`config.mk`:
```
export PLATFORM = sky130hd
export DESIGN_NAME = tlb_miss_ctrl
export DESIGN_NICKNAME = d
export VERILOG_FILES = /design/src/rtl/tlb_miss_ctrl.sv
export SDC_FILE = /design/constraint.sdc
export NUM_CORES = 1
export LEC_CHECK = 0
export ABC_AREA = 0
export CAP_MARGIN = 20
export CORE_AREA = 2 2 196 198
export DETAILED_ROUTE_END_ITERATION = 10
export DIE_AREA = 0 0 198 200
export PLACE_DENSITY = 0.65
export RECOVER_POWER = 50
export SLEW_MARGIN = 10
export SYNTH_ARGS = -nofsm -noshare
export SYNTH_HDL_FRONTEND = slang
export SYNTH_SLANG_ARGS = --single-unit
```
`constraint.sdc`:
```
create_clock -name clk -period 16.4 [get_ports clk]
set_input_delay 2.46 -clock clk [delete_from_list [all_inputs] [get_ports clk]]
set_output_delay 2.46 -clock clk [all_outputs]
set_load 0.01 [all_outputs]
```
`src/rtl/tlb_miss_ctrl.sv`:
```
// TLB miss sequencer: lookup, page-walk on miss, insert walked PA, respond.
// Optional hit/miss/fault counters enabled by defining TLB_MISS_CTRL_STATS_EN.
module tlb_miss_ctrl #(
    parameter int VA_W         = 64,
    parameter int PA_W         = 64,
    parameter int PCID_W       = 12,
    parameter int TLB_LAT      = 1,
    parameter int WALK_TIMEOUT = 1023
) (
    input  logic              clk,
    input  logic              shutdown,
    input  logic              req_valid,
    output logic              req_ready,
    input  logic [VA_W-1:0]   req_va,
    input  logic [PCID_W-1:0] req_pcid,
    output logic              resp_valid,
    input  logic              resp_ready,
    output logic [PA_W-1:0]   resp_pa,
    output logic              resp_fault,
    output logic [VA_W-1:0]   tlb_va,
    output logic [PCID_W-1:0] tlb_pcid,
    output logic [PA_W-1:0]   tlb_pa,
    output logic              tlb_insert,
    input  logic              tlb_hit,
    input  logic              tlb_miss,
    input  logic [PA_W-1:0]   tlb_addr,
    output logic              walk_req_valid,
    input  logic              walk_req_ready,
    output logic [VA_W-1:0]   walk_va,
    output logic [PCID_W-1:0] walk_pcid,
    input  logic              walk_resp_valid,
    input  logic [PA_W-1:0]   walk_resp_pa,
    input  logic              walk_resp_fault
`ifdef TLB_MISS_CTRL_STATS_EN
    ,
    output logic [31:0]       stat_hits,
    output logic [31:0]       stat_misses,
    output logic [31:0]       stat_faults
`endif
);

    typedef enum logic [2:0] {
        IDLE,
        LOOKUP,
        WALK_REQ,
        WALK_WAIT,
        INSERT,
        RESP
    } state_t;

    localparam logic [15:0] TO_LAST = 16'(WALK_TIMEOUT - 1);

    state_t            state_q;
    logic [2:0]        lat_cnt_q;
    logic [15:0]       to_cnt_q;
    logic              stale_q;
    logic [VA_W-1:0]   va_q;
    logic [PCID_W-1:0] pcid_q;
    logic [PA_W-1:0]   resp_pa_q;
    logic              resp_fault_q;
    logic              resp_valid_q;
    logic              req_ready_q;
    logic [PA_W-1:0]   tlb_pa_q;
    logic              tlb_insert_q;
    logic              walk_req_valid_q;

    // A response arriving while stale belongs to an abandoned walk.
    logic stale_drop;
    logic walk_ok;
    logic lookup_done;
    logic to_expire;
    logic unused_miss;

    assign stale_drop  = walk_resp_valid & stale_q;
    assign walk_ok     = walk_resp_valid & ~stale_q;
    assign lookup_done = (state_q == LOOKUP) && (lat_cnt_q == 3'd1);
    assign to_expire   = (state_q == WALK_WAIT) && !walk_ok
                         && (to_cnt_q == TO_LAST);
    // Anything but a hit triggers a walk, so the miss strobe is redundant.
    assign unused_miss = tlb_miss;

    assign req_ready      = req_ready_q;
    assign resp_valid     = resp_valid_q;
    assign resp_pa        = resp_pa_q;
    assign resp_fault     = resp_fault_q;
    assign tlb_va         = va_q;
    assign tlb_pcid       = pcid_q;
    assign tlb_pa         = tlb_pa_q;
    assign tlb_insert     = tlb_insert_q;
    assign walk_req_valid = walk_req_valid_q;
    assign walk_va        = va_q;
    assign walk_pcid      = pcid_q;

    // Main sequencing FSM with registered outputs.
    always_ff @(posedge clk or posedge shutdown) begin
        if (shutdown) begin
            state_q          <= IDLE;
            lat_cnt_q        <= '0;
            to_cnt_q         <= '0;
            stale_q          <= 1'b0;
            va_q             <= '0;
            pcid_q           <= '0;
            resp_pa_q        <= '0;
            resp_fault_q     <= 1'b0;
            resp_valid_q     <= 1'b0;
            req_ready_q      <= 1'b1;
            tlb_pa_q         <= '0;
            tlb_insert_q     <= 1'b0;
            walk_req_valid_q <= 1'b0;
        end else begin
            tlb_insert_q <= 1'b0;
            if (stale_drop) begin
                stale_q <= 1'b0;
            end
            unique case (state_q)
                IDLE: begin
                    if (req_valid && req_ready_q) begin
                        va_q        <= req_va;
                        pcid_q      <= req_pcid;
                        lat_cnt_q   <= 3'(TLB_LAT);
                        req_ready_q <= 1'b0;
                        state_q     <= LOOKUP;
                    end
                end
                LOOKUP: begin
                    lat_cnt_q <= lat_cnt_q - 3'd1;
                    if (lookup_done) begin
                        if (tlb_hit) begin
                            resp_pa_q    <= tlb_addr;
                            resp_fault_q <= 1'b0;
                            resp_valid_q <= 1'b1;
                            state_q      <= RESP;
                        end else begin
                            walk_req_valid_q <= 1'b1;
                            state_q          <= WALK_REQ;
                        end
                    end
                end
                WALK_REQ: begin
                    if (walk_req_ready) begin
                        walk_req_valid_q <= 1'b0;
                        to_cnt_q         <= '0;
                        state_q          <= WALK_WAIT;
                    end
                end
                WALK_WAIT: begin
                    to_cnt_q <= to_cnt_q + 16'd1;
                    if (walk_ok) begin
                        if (walk_resp_fault) begin
                            resp_pa_q    <= '0;
                            resp_fault_q <= 1'b1;
                            resp_valid_q <= 1'b1;
                            state_q      <= RESP;
                        end else begin
                            tlb_pa_q     <= walk_resp_pa;
                            resp_pa_q    <= walk_resp_pa;
                            resp_fault_q <= 1'b0;
                            tlb_insert_q <= 1'b1;
                            state_q      <= INSERT;
                        end
                    end else if (to_expire) begin
                        resp_pa_q    <= '0;
                        resp_fault_q <= 1'b1;
                        resp_valid_q <= 1'b1;
                        stale_q      <= 1'b1;
                        state_q      <= RESP;
                    end
                end
                INSERT: begin
                    resp_valid_q <= 1'b1;
                    state_q      <= RESP;
                end
                RESP: begin
                    if (resp_ready) begin
                        resp_valid_q <= 1'b0;
                        req_ready_q  <= 1'b1;
                        state_q      <= IDLE;
                    end
                end
                default: begin
                    state_q <= IDLE;
                end
            endcase
        end
    end

`ifdef TLB_MISS_CTRL_STATS_EN
    logic [31:0] hits_q;
    logic [31:0] misses_q;
    logic [31:0] faults_q;
    logic        hit_ev;
    logic        miss_ev;
    logic        fault_ev;

    assign hit_ev   = lookup_done && tlb_hit;
    assign miss_ev  = lookup_done && !tlb_hit;
    assign fault_ev = ((state_q == WALK_WAIT) && walk_ok && walk_resp_fault)
                      || to_expire;

    assign stat_hits   = hits_q;
    assign stat_misses = misses_q;
    assign stat_faults = faults_q;

    // Saturating event counters.
    always_ff @(posedge clk or posedge shutdown) begin
        if (shutdown) begin
            hits_q   <= '0;
            misses_q <= '0;
            faults_q <= '0;
        end else begin
            if (hit_ev && (hits_q != '1)) begin
                hits_q <= hits_q + 32'd1;
            end
            if (miss_ev && (misses_q != '1)) begin
                misses_q <= misses_q + 32'd1;
            end
            if (fault_ev && (faults_q != '1)) begin
                faults_q <= faults_q + 32'd1;
            end
        end
    end
`endif

endmodule
```
==> results of run 1 <==
[registers in the layout, indices dropped and copies added (netlist names), 3 cells and up]
| signal | cells |
|---|---|
| resp_pa | 64 |
| tlb_pa | 64 |
| tlb_va | 64 |
| to_cnt_q | 16 |
| tlb_pcid | 12 |
| lat_cnt_q | 3 |
| state_q | 3 |
[layer usage]
metal,routed length (µm),up-vias
met5,0,-
met4,613,0
met3,3157,37
met2,16600,367
met1,13220,4131
li1,-,4007
[where the power goes]
part / switching, mW / internal [mW] / leakage (nW)
clock: 0.241 / 0.383 / 0.464
sequential: 0.00297 / 0.579 / 3.13
combinational: 0.0303 / 0.0568 / 4.02
total: 0.275 / 1.02 / 7.61
[cell type report]
class,instances,area [µm²]
fill,3549,21340
sequential,232,5807
timing repair buffer,506,5029
multi-input combinational,552,3633
clock buffer,36,749.5
tap,511,639.4
clock inverter,14,173.9
inverter,6,23.77
[metrics by stage]
step / cells / hold WS, ps / setup WS [ps] / utilization / area (µm²)
after floorplan: 935 / 447.2 / 7580 / - / 10350
after global placement: 1807 / 466.5 / 10970 / 0.4052 / 15160
after detailed placement: 1807 / 470.8 / 11000 / 0.4052 / 15160
after CTS: 1857 / 479.7 / 11590 / 0.4299 / 16080
after global routing: 1857 / 504.5 / 8398 / 0.4293 / 16060
final: 1857 / 474.4 / 9362 / 0.4293 / 16060
[kinds of logic after synthesis]
group | after synthesis
adder cells (fa/ha/maj) | 4
AND/OR/NAND/NOR | 306
flip-flops | 232
buffers and inverters | 151
multiplexers | 73
XOR/XNOR | 1
AO/OA/AOI/OAI | 168
[cells in the final DEF (no fill, tap or decap), drive strengths merged, types with 7 or more instances in the layout]
| master | instances |
|---|---|
| clkbuf | 39 |
| a221o | 63 |
| clkdlybuf4s50 | 335 |
| o22a | 64 |
| buf | 7 |
| dlygate4sd3 | 161 |
| nor2 | 10 |
| o21ai | 16 |
| clkinv | 9 |
| nand3 | 7 |
| mux2i | 8 |
| dfrtp | 231 |
| nand2 | 253 |
| mux2 | 65 |
[how the worst max path moves through the flow]
| stage | start | end |
|---|---|---|
| after global placement | shutdown | tlb_pa[34]$_DFFE_PP0P_ |
| after floorplan | shutdown | lat_cnt_q[0]$_DFFE_PP0P_ |
| final | shutdown | resp_pa[59]$_DFFE_PP0P_ |
| after detailed placement | shutdown | resp_pa[54]$_DFFE_PP0P_ |
| after global routing | shutdown | resp_pa[56]$_DFFE_PP0P_ |
| after CTS | shutdown | resp_pa[59]$_DFFE_PP0P_ |
[worst max-delay path: stages]
cell	delay, ps
dlygate4sd3_1	550
clkinvlp_2	2530
buf_4	990
buf_4	790
==> results.md, run 1 <==
* Commonest cells in the synthesized netlist: nand2_1, dfrtp_1, buf_4
* Hold buffers post-CTS at 0
* Layout Skew at 21.07 ps
* Failing checks: max-capacitance violations, max-slew violations
* Reg2Reg Depth at 6
* # nets final at ~1500
* Top-count cell post-synth: nand2_1
* Final Setup Violations at 0
* CTS Root Cell: clkbuf_16
* Simple logic cell fraction of the synthesized area at 0.1236
* Post-synth EDFFs at 0
* Fraction of layout cells with a size suffix above 1 at 0.09361
* Die W at around 200 µm
* Gr usage total at 0.1626
* CTS tree: built
* Detail Placement HPWL at around 24 mm
* Ys Warns at 0
* Synth area leaders: dfrtp_1, nand2_1, mux2_2, a221o_1, buf_4
* Pleak at around 7.6 nW
* Resized cells post-CTS at 0
* Vias/cell at approximately 4.6
* CP required at 16960 ps
* Antenna Cells at 0
* Slew Limit Headroom at -2.120
* Register area share after synthesis at 0.5608
* Final Wtd Congestion at ~0.76
* IO Port Bufs at approximately 500
* Largest family of logic cells by synthesized area: compound AO/OA/AOI/OAI gates
* Worst Hold End: req_ready$_DFFE_PP1P_
* Synth unique cells at approximately 50
* Pin count of the biggest net entering global routing at about 110
* Via count at around 8500
* Crit Path Class: in -> async
* Status: finished with violations
* Reg-to-reg startpoint: state_q[1]$_DFFE_PP0P_
* Hold Path Origin: req_ready$_DFFE_PP1P_
* Slew of the pin with the lowest slew margin at roughly 4700 ps
* Max-slew violations at around 300
* Post-Syn Area at roughly 10000 µm²
* Initial Util at 0.2769
* DRC violation count after routing at 0
* Core area at 37400 µm²
* Vias in the first global route at between 8000 and 9000
* Asr flop ratio synth at 1.000
* Num CTS Buffers at 27
* Synth area leader: dfrtp_1
* Global route overflow at 0
* Mux share of post-synthesis cell area at 0.07842
* PwrDens at around 81 nW/µm²
* Achievable Freq at about 140 MHz
* R2R Path End: tlb_pa[9]$_DFFE_PP0P_
* Maximum clock insertion buffer count at 3
* Area growth from synthesis to layout at 55.05%
* CP max FO at 104
* Global-route wire length before repair at 50.21 mm
* GR met1 Demand/Resource at 0.1953
* Io pins at between 400 and 500
* Syn_nets at roughly 1200
* Initial antenna violation count at 0
* DRT iter0 DRCs at 270
* TritonRoute pass-1 iters at 4
* Crit. End Element: asynchronous set/reset pin
* RSZ-0062 raised after global routing: false
* Final hold vios at 0
* Met3 Use GR at 0.05175
* Maximum level of the CTS H-tree at 1
* Routed length per instance at between 15 and 20 µm
* Fin crit share at 0.4291
* Routed Wire Length at 33.59 mm
* CP Launch Type: input pin
* Setup TNS at 0 ps
* Hold Crit Depth at 2
* Routed Antenna Nets at 0
* Share of the synthesized area in the top cell type at 0.5582
* Post-Syn Instances at 935
* Clock Sinks at around 230
* Mean area per synthesized cell at 11.07 µm²
* Final worst path period need at 7038 ps
* Yosys reg bits at 232
* Site Rows at just over 70
* Top_reg_cell synth: dfrtp_1
* Die Y at ~200 µm
* Met2 Use GR at 0.2817
* HP Class: reg -> reg
* Clock Latency Late Sink at between 500 and 600 ps
* GRT busiest layer: met2
* Reg2Reg Setup Slack at between 10000 and 15000 ps
* Design Power at 1.293 mW
* Clock slew at reported path FFs at around 60 ps
* Max Cap Viol at 4
* VDD IR-drop max at approximately 75 µV
* Setup Fix Bufs, Post-CTS at 0
* Synth Area in XOR/XNOR at 0.0008458
* Compound-Gate Fraction of Synth Area at 0.1410
* WP data arrival at 7600 ps
* Post-Synth Adder-Cell Area at 0.004833
* Die area at approximately 40000 µm²
No activity file was read; power rests on OpenSTA's default activity.
==> run 2, diff against run 1 <==
--- a/config.mk
+++ b/config.mk
@@ -7,10 +7,10 @@
 export LEC_CHECK = 0
 export ABC_AREA = 0
 export CAP_MARGIN = 20
-export CORE_AREA = 2 2 196 198
+export CORE_AREA = 2 2 192 194
 export DETAILED_ROUTE_END_ITERATION = 10
-export DIE_AREA = 0 0 198 200
-export PLACE_DENSITY = 0.65
+export DIE_AREA = 0 0 194 196
+export PLACE_DENSITY = 0.69
 export RECOVER_POWER = 50
 export SLEW_MARGIN = 10
 export SYNTH_ARGS = -nofsm -noshare
==> constraint.sdc (replaced) <==
create_clock -name clk -period 6.28 [get_ports clk]
set_input_delay 0.942 -clock clk [delete_from_list [all_inputs] [get_ports clk]]
set_output_delay 0.942 -clock clk [all_outputs]
set_load 0.01 [all_outputs]
==> run 2 against run 1 <==
Against the previous run: the run now ends clean; cell count down 2.4%; non-clock buffer count is the same; flip-flop and latch count unchanged; largest cell class unchanged.
==> results.md, run 2 (synthesis gave the netlist of run 1 again) <==
* Status: complete, no violations
* TritonRoute pass-1 iters at 6
* Crit. End Element: flop
* Highest-count cells in the layout ignoring fill and taps: clkdlybuf4s50_1, nand2_1, dfrtp_1
* Gr usage total at 0.1689
* Io pins at 498
* Site Rows at 70
* Routed length per instance at 18.53 µm
* Worst hold slack at between 400 and 500 ps
* Routed Wire Length at about 34 mm
* CP required at between 6000 and 7000 ps
* Crit Path Class: reg -> reg
* IO Port Bufs at 496
* Die Y at 196 µm
* Initial Util at 0.2870
* Clock slew at reported path FFs at about 60 ps
* Fin crit share at 0.5276
* CTS Root Cell: clkbuf_16
* Slew Limit Headroom at 0.009245
* Setup TNS at 0 ps
* Max Cap Viol at 0
* Pleak at approximately 7.5 nW
* Final hold vios at 0
* Clock Sinks at roughly 230
* Max-slew violations at 0
* RSZ-0062 raised after global routing: false
* Met3 WL post-DR at 2.946 mm
* Die area at about 38000 µm²
* Most common cell after layout, fill and taps aside: clkdlybuf4s50_1
* Final Wtd Congestion at around 0.83
* Pin count of the biggest net entering global routing at 130
* Critical path's largest stage delay at about 750 ps
* WP data arrival at ~3700 ps
* HP Class: reg -> reg
* Setup Fix Bufs, Post-CTS at 0
* Routed Antenna Nets at 0
* Final worst path period need at 3313 ps
* Critical Path Stages at 5
* Layout Skew at around 10 ps
* Die W at 194 µm
* Clock Latency Late Sink at 540 ps
* Global-route wire length before repair at a little over 50 mm
* CP Launch Type: flop
* Num CTS Buffers at 27
* Antenna Cells at 0
* CP max FO at around 130
* Fraction of layout cells with a size suffix above 1 at 0.09152
* Slew of the pin with the lowest slew margin at 1486 ps
* Reg2Reg Depth at 5
* Met2 WL post-DR at between 15 and 20 mm
* VDD IR-drop max at between 150 and 200 µV
* Final Setup Violations at 0
* Hold Crit Depth at 2
* Area growth from synthesis to layout at 54.23%
* Maximum level of the CTS H-tree at 1
* Vias/cell at 4.783
* DRC violation count after routing at 0
* Vias in the first global route at about 8800
* CTS tree: built
* # nets final at between 1500 and 2000
* Buf/Inv on CP at 2
* Slowest cell on the critical path: dfrtp_1
* PwrDens at roughly 210 nW/µm²
* CP Cell Sequence: nand3b_1 > buf_4 > nor3_2 > buf_12 > mux2_2
* Top sig layer: met4
* DRT iter0 DRCs at 359
* Crit-path leading delay family: buffers and inverters
* Hold buffers post-CTS at 0
* Achievable Freq at just over 300 MHz
* Core area at around 36000 µm²
* Maximum clock insertion buffer count at 3
* Initial antenna violation count at 0
* Via count at 8666
* DRT met1 WL at roughly 13 mm
* Detail Placement HPWL at about 24 mm
* Resized cells post-CTS at 0
* Global route overflow at 0
==> run 2: tightest hold or removal path, stage by stage (launching register included) <==
cell	delay [ps]
dfstp_2	380
nand2_1	50
nand2_1	40
==> run 2: final timing paths <==
path | startpoint | end | slack (ps)
max in group asynchronous | shutdown | to_cnt_q[5]$_DFFE_PP0P_ | 3200
min reg2reg | req_ready$_DFFE_PP1P_ | req_ready$_DFFE_PP1P_ | 470
max reg2reg | state_q[1]$_DFFE_PP0P_ | tlb_pa[3]$_DFFE_PP0P_ | 2970
min | req_ready$_DFFE_PP1P_ | req_ready$_DFFE_PP1P_ | 470
min in group asynchronous | shutdown | tlb_va[29]$_DFFE_PP0P_ | 1170
max | state_q[1]$_DFFE_PP0P_ | tlb_pa[3]$_DFFE_PP0P_ | 2970
==> run 2: where the power goes <==
| group | internal [mW] | switching [mW] | total, mW | leakage [nW] |
|---|---|---|---|---|
| combinational | 0.150 | 0.0792 | 0.229 | 3.89 |
| sequential | 1.51 | 0.00757 | 1.52 | 3.13 |
| clock | 0.939 | 0.623 | 1.56 | 0.434 |
==> run 2: layer usage <==
| layer | GRT usage | up-vias |
|---|---|---|
| met5 | 0 | - |
| met4 | 0.06706 | 0 |
| met3 | 0.05398 | 58 |
| met2 | 0.2879 | 373 |
| met1 | 0.1978 | 4239 |
| li1 | - | 3996 |
==> run 2: stage by stage <==
step	total power, mW	area [µm²]	setup WS (ps)	instances	util
2_1_floorplan	1.592	10360	2303	935	-
3_3_place_gp	1.780	15120	2579	1764	0.4191
3_5_place_dp	1.783	15120	2562	1764	0.4191
4_1_cts	3.367	16010	3015	1812	0.4437
5_1_grt	3.439	15970	2700	1812	0.4426
6_report	3.310	15970	2967	1812	0.4426
==> run 2: layout make-up <==
type,count,area (µm²)
Clock buffer,38,777.0
Clock inverter,10,108.9
Fill cell,3397,20110
Inverter,6,23.77
Multi-Input combinational cell,552,3607
Sequential cell,232,5807
Tap cell,468,585.6
Timing Repair Buffer,506,5061
==> run 3, diff against run 2 <==
--- a/config.mk
+++ b/config.mk
@@ -7,10 +7,10 @@
 export LEC_CHECK = 0
 export ABC_AREA = 0
 export CAP_MARGIN = 20
-export CORE_AREA = 2 2 192 194
+export CORE_AREA = 2 2 196 198
 export DETAILED_ROUTE_END_ITERATION = 10
-export DIE_AREA = 0 0 194 196
-export PLACE_DENSITY = 0.69
+export DIE_AREA = 0 0 198 200
+export PLACE_DENSITY = 0.65
 export RECOVER_POWER = 50
 export SLEW_MARGIN = 10
 export SYNTH_ARGS = -nofsm -noshare
==> constraint.sdc (replaced) <==
create_clock -name clk -period 3.1 [get_ports clk]
set_input_delay 0.465 -clock clk [delete_from_list [all_inputs] [get_ports clk]]
set_output_delay 0.465 -clock clk [all_outputs]
set_load 0.01 [all_outputs]
==> run 3 against run 2 <==
Against the previous run: the flow now finishes with violations (max-capacitance violations, max-slew violations); clock power up 99%; global-route usage decreased by 0.83 points; core utilization down 1.0 points; highest routed layer unchanged.
==> results.md, run 3 (synthesis gave the netlist of run 1 again) <==
* # nets final at around 1600
* Die W at 198 µm
* Achievable Freq at approximately 400 MHz
* Final Wtd Congestion at slightly below 0.8
* Reg2Reg Setup Slack at between 500 and 600 ps
* CP required at ~3600 ps
* TritonRoute pass-1 iters at 4
* VDD IR-drop max at roughly 410 µV
* Site Rows at between 70 and 80
* R2R Path End: tlb_va[11]$_DFFE_PP0P_
* Routed length per instance at 17.76 µm
* Final worst path period need at ~2500 ps
* Hold Path Origin: req_va[33]
* HP Class: in -> reg
* Setup Fix Bufs, Post-CTS at 0
* Via count at ~8700
* Status: finished with violations
* Area growth from synthesis to layout at 56.19%
* CP max FO at 79
* Fraction of layout cells with a size suffix above 1 at 0.09566
* Final hold vios at 0
* Clock slew at reported path FFs at approximately 60 ps
* Gr usage total at 0.1607
* Io pins at around 500
* Vias/cell at roughly 4.7
* Maximum clock insertion buffer count at 3
* DRT iter0 DRCs at 329
* Crit Path Class: reg -> reg
* Worst Hold End: tlb_va[33]$_DFFE_PP0P_
* Die Y at 200 µm
* Clock Latency Late Sink at about 550 ps
* Post-Route Utilization at 0.4324
* Most common cell after layout, fill and taps aside: clkdlybuf4s50_1
* Slew of the pin with the lowest slew margin at 1625 ps
* Setup TNS at 0 ps
* Pleak at about 7.5 nW
* Global-route wire length before repair at around 50 mm
* Vias in the first global route at 8714
* Slowest cell on the critical path: clkbuf_2
* Reg2Reg Depth at 4
* IO Port Bufs at 496
* Placed Area at ~15000 µm²
* Routed Antenna Nets at 0
* Detail Placement HPWL at 24.24 mm
* Core area at between 30000 and 40000 µm²
* Layout Skew at roughly 17 ps
* Buf/Inv on CP at 1
* Pin count of the biggest net entering global routing at 80
* Fin crit share at 0.8153
* CP Launch Type: flop
* Clock Sinks at between 200 and 250
* PwrDens at between 400 and 500 nW/µm²
* Crit-path leading delay family: buffers and inverters
* Highest-count cells in the layout ignoring fill and taps: clkdlybuf4s50_1, nand2_1, dfrtp_1
* Die area at around 40000 µm²
* CP Cell Sequence: nor4_1 > clkbuf_2 > nand2_1 > nand2_1
* Failing checks: max-capacitance violations, max-slew violations
* CTS tree: built
* DRC violation count after routing at 0
* Num CTS Buffers at 27
* Initial antenna violation count at 0
* Max-slew violations at 80
* Max Cap Viol at 1
* RSZ-0062 raised after global routing: false
* Resized cells post-CTS at 0
* Antenna Cells at 0
* Critical path's largest stage delay at 1190 ps
* Crit. End Element: flop
* Slew Limit Headroom at -0.08359
* Initial Util at 0.2769
* Most frequent CP cell: nand2_1
* Final Cell Area at 16170 µm²
* Global route overflow at 0
* Maximum level of the CTS H-tree at 1
* Hold buffers post-CTS at 0
* Final Setup Violations at 0
* Hold Crit Depth at 3
* CTS Root Cell: clkbuf_16
* Routed Wire Length at approximately 33 mm
* WP data arrival at ~3000 ps
* Reg-to-reg startpoint: state_q[0]$_DFFE_PP0P_
-- run 3: area by class of cell --
class | count | area [µm²]
clock buffers | 42 | 842.1
fillers | 3550 | 21230
multi-input cells | 552 | 3628
well taps | 511 | 639.4
flip-flops and latches | 232 | 5807
inverters | 6 | 23.77
repair buffers | 522 | 5195
clock inverters | 5 | 37.54
-- run 3: worst max path at each step --
stage	startpoint	slack, ps	cells after the start	to
after floorplan	shutdown	-400	1	lat_cnt_q[0]$_DFFE_PP0P_
after global placement	to_cnt_q[0]$_DFFE_PP0P_	610	7	resp_pa[13]$_DFFE_PP0P_
after detailed placement	to_cnt_q[0]$_DFFE_PP0P_	560	7	resp_pa[0]$_DFFE_PP0P_
after CTS	to_cnt_q[0]$_DFFE_PP0P_	550	7	resp_pa[0]$_DFFE_PP0P_
after global routing	state_q[0]$_DFFE_PP0P_	290	4	tlb_va[44]$_DFFE_PP0P_
final	state_q[0]$_DFFE_PP0P_	570	4	tlb_va[11]$_DFFE_PP0P_
-- run 3: per-layer routing --
metal | track usage | share of wire
met4 | 0.04205 | 0.024
met1 | 0.1964 | 0.40
met2 | 0.2707 | 0.49
met5 | 0 | 0
met3 | 0.05612 | 0.090
-- run 3: through the flow --
stage / hold slack [ps] / total power, mW / cells / setup slack, ps
final: 455.9 / 6.639 / 1870 / 572.6
after global routing: 427.5 / 6.905 / 1870 / 288.7
after CTS: 415.4 / 6.797 / 1870 / 549.9
after detailed placement: 478.1 / 3.635 / 1823 / 555.5
after global placement: 463.9 / 3.630 / 1823 / 609.6
after floorplan: 447.2 / 3.224 / 935 / -400.1
-- run 3: worst register-to-register path, cell delays in order (launching register included) --
cell and delay [ps]:
dfrtp_1 560, nor4_1 320, clkbuf_2 1190, nand2_1 260, nand2_1 120
-- run 3: power by group --
part / leakage, nW / switching (mW) / internal [mW]
logic: 3.98 / 0.162 / 0.305
registers: 3.13 / 0.0151 / 3.06
clock network: 0.429 / 1.24 / 1.85
total: 7.54 / 1.42 / 5.22
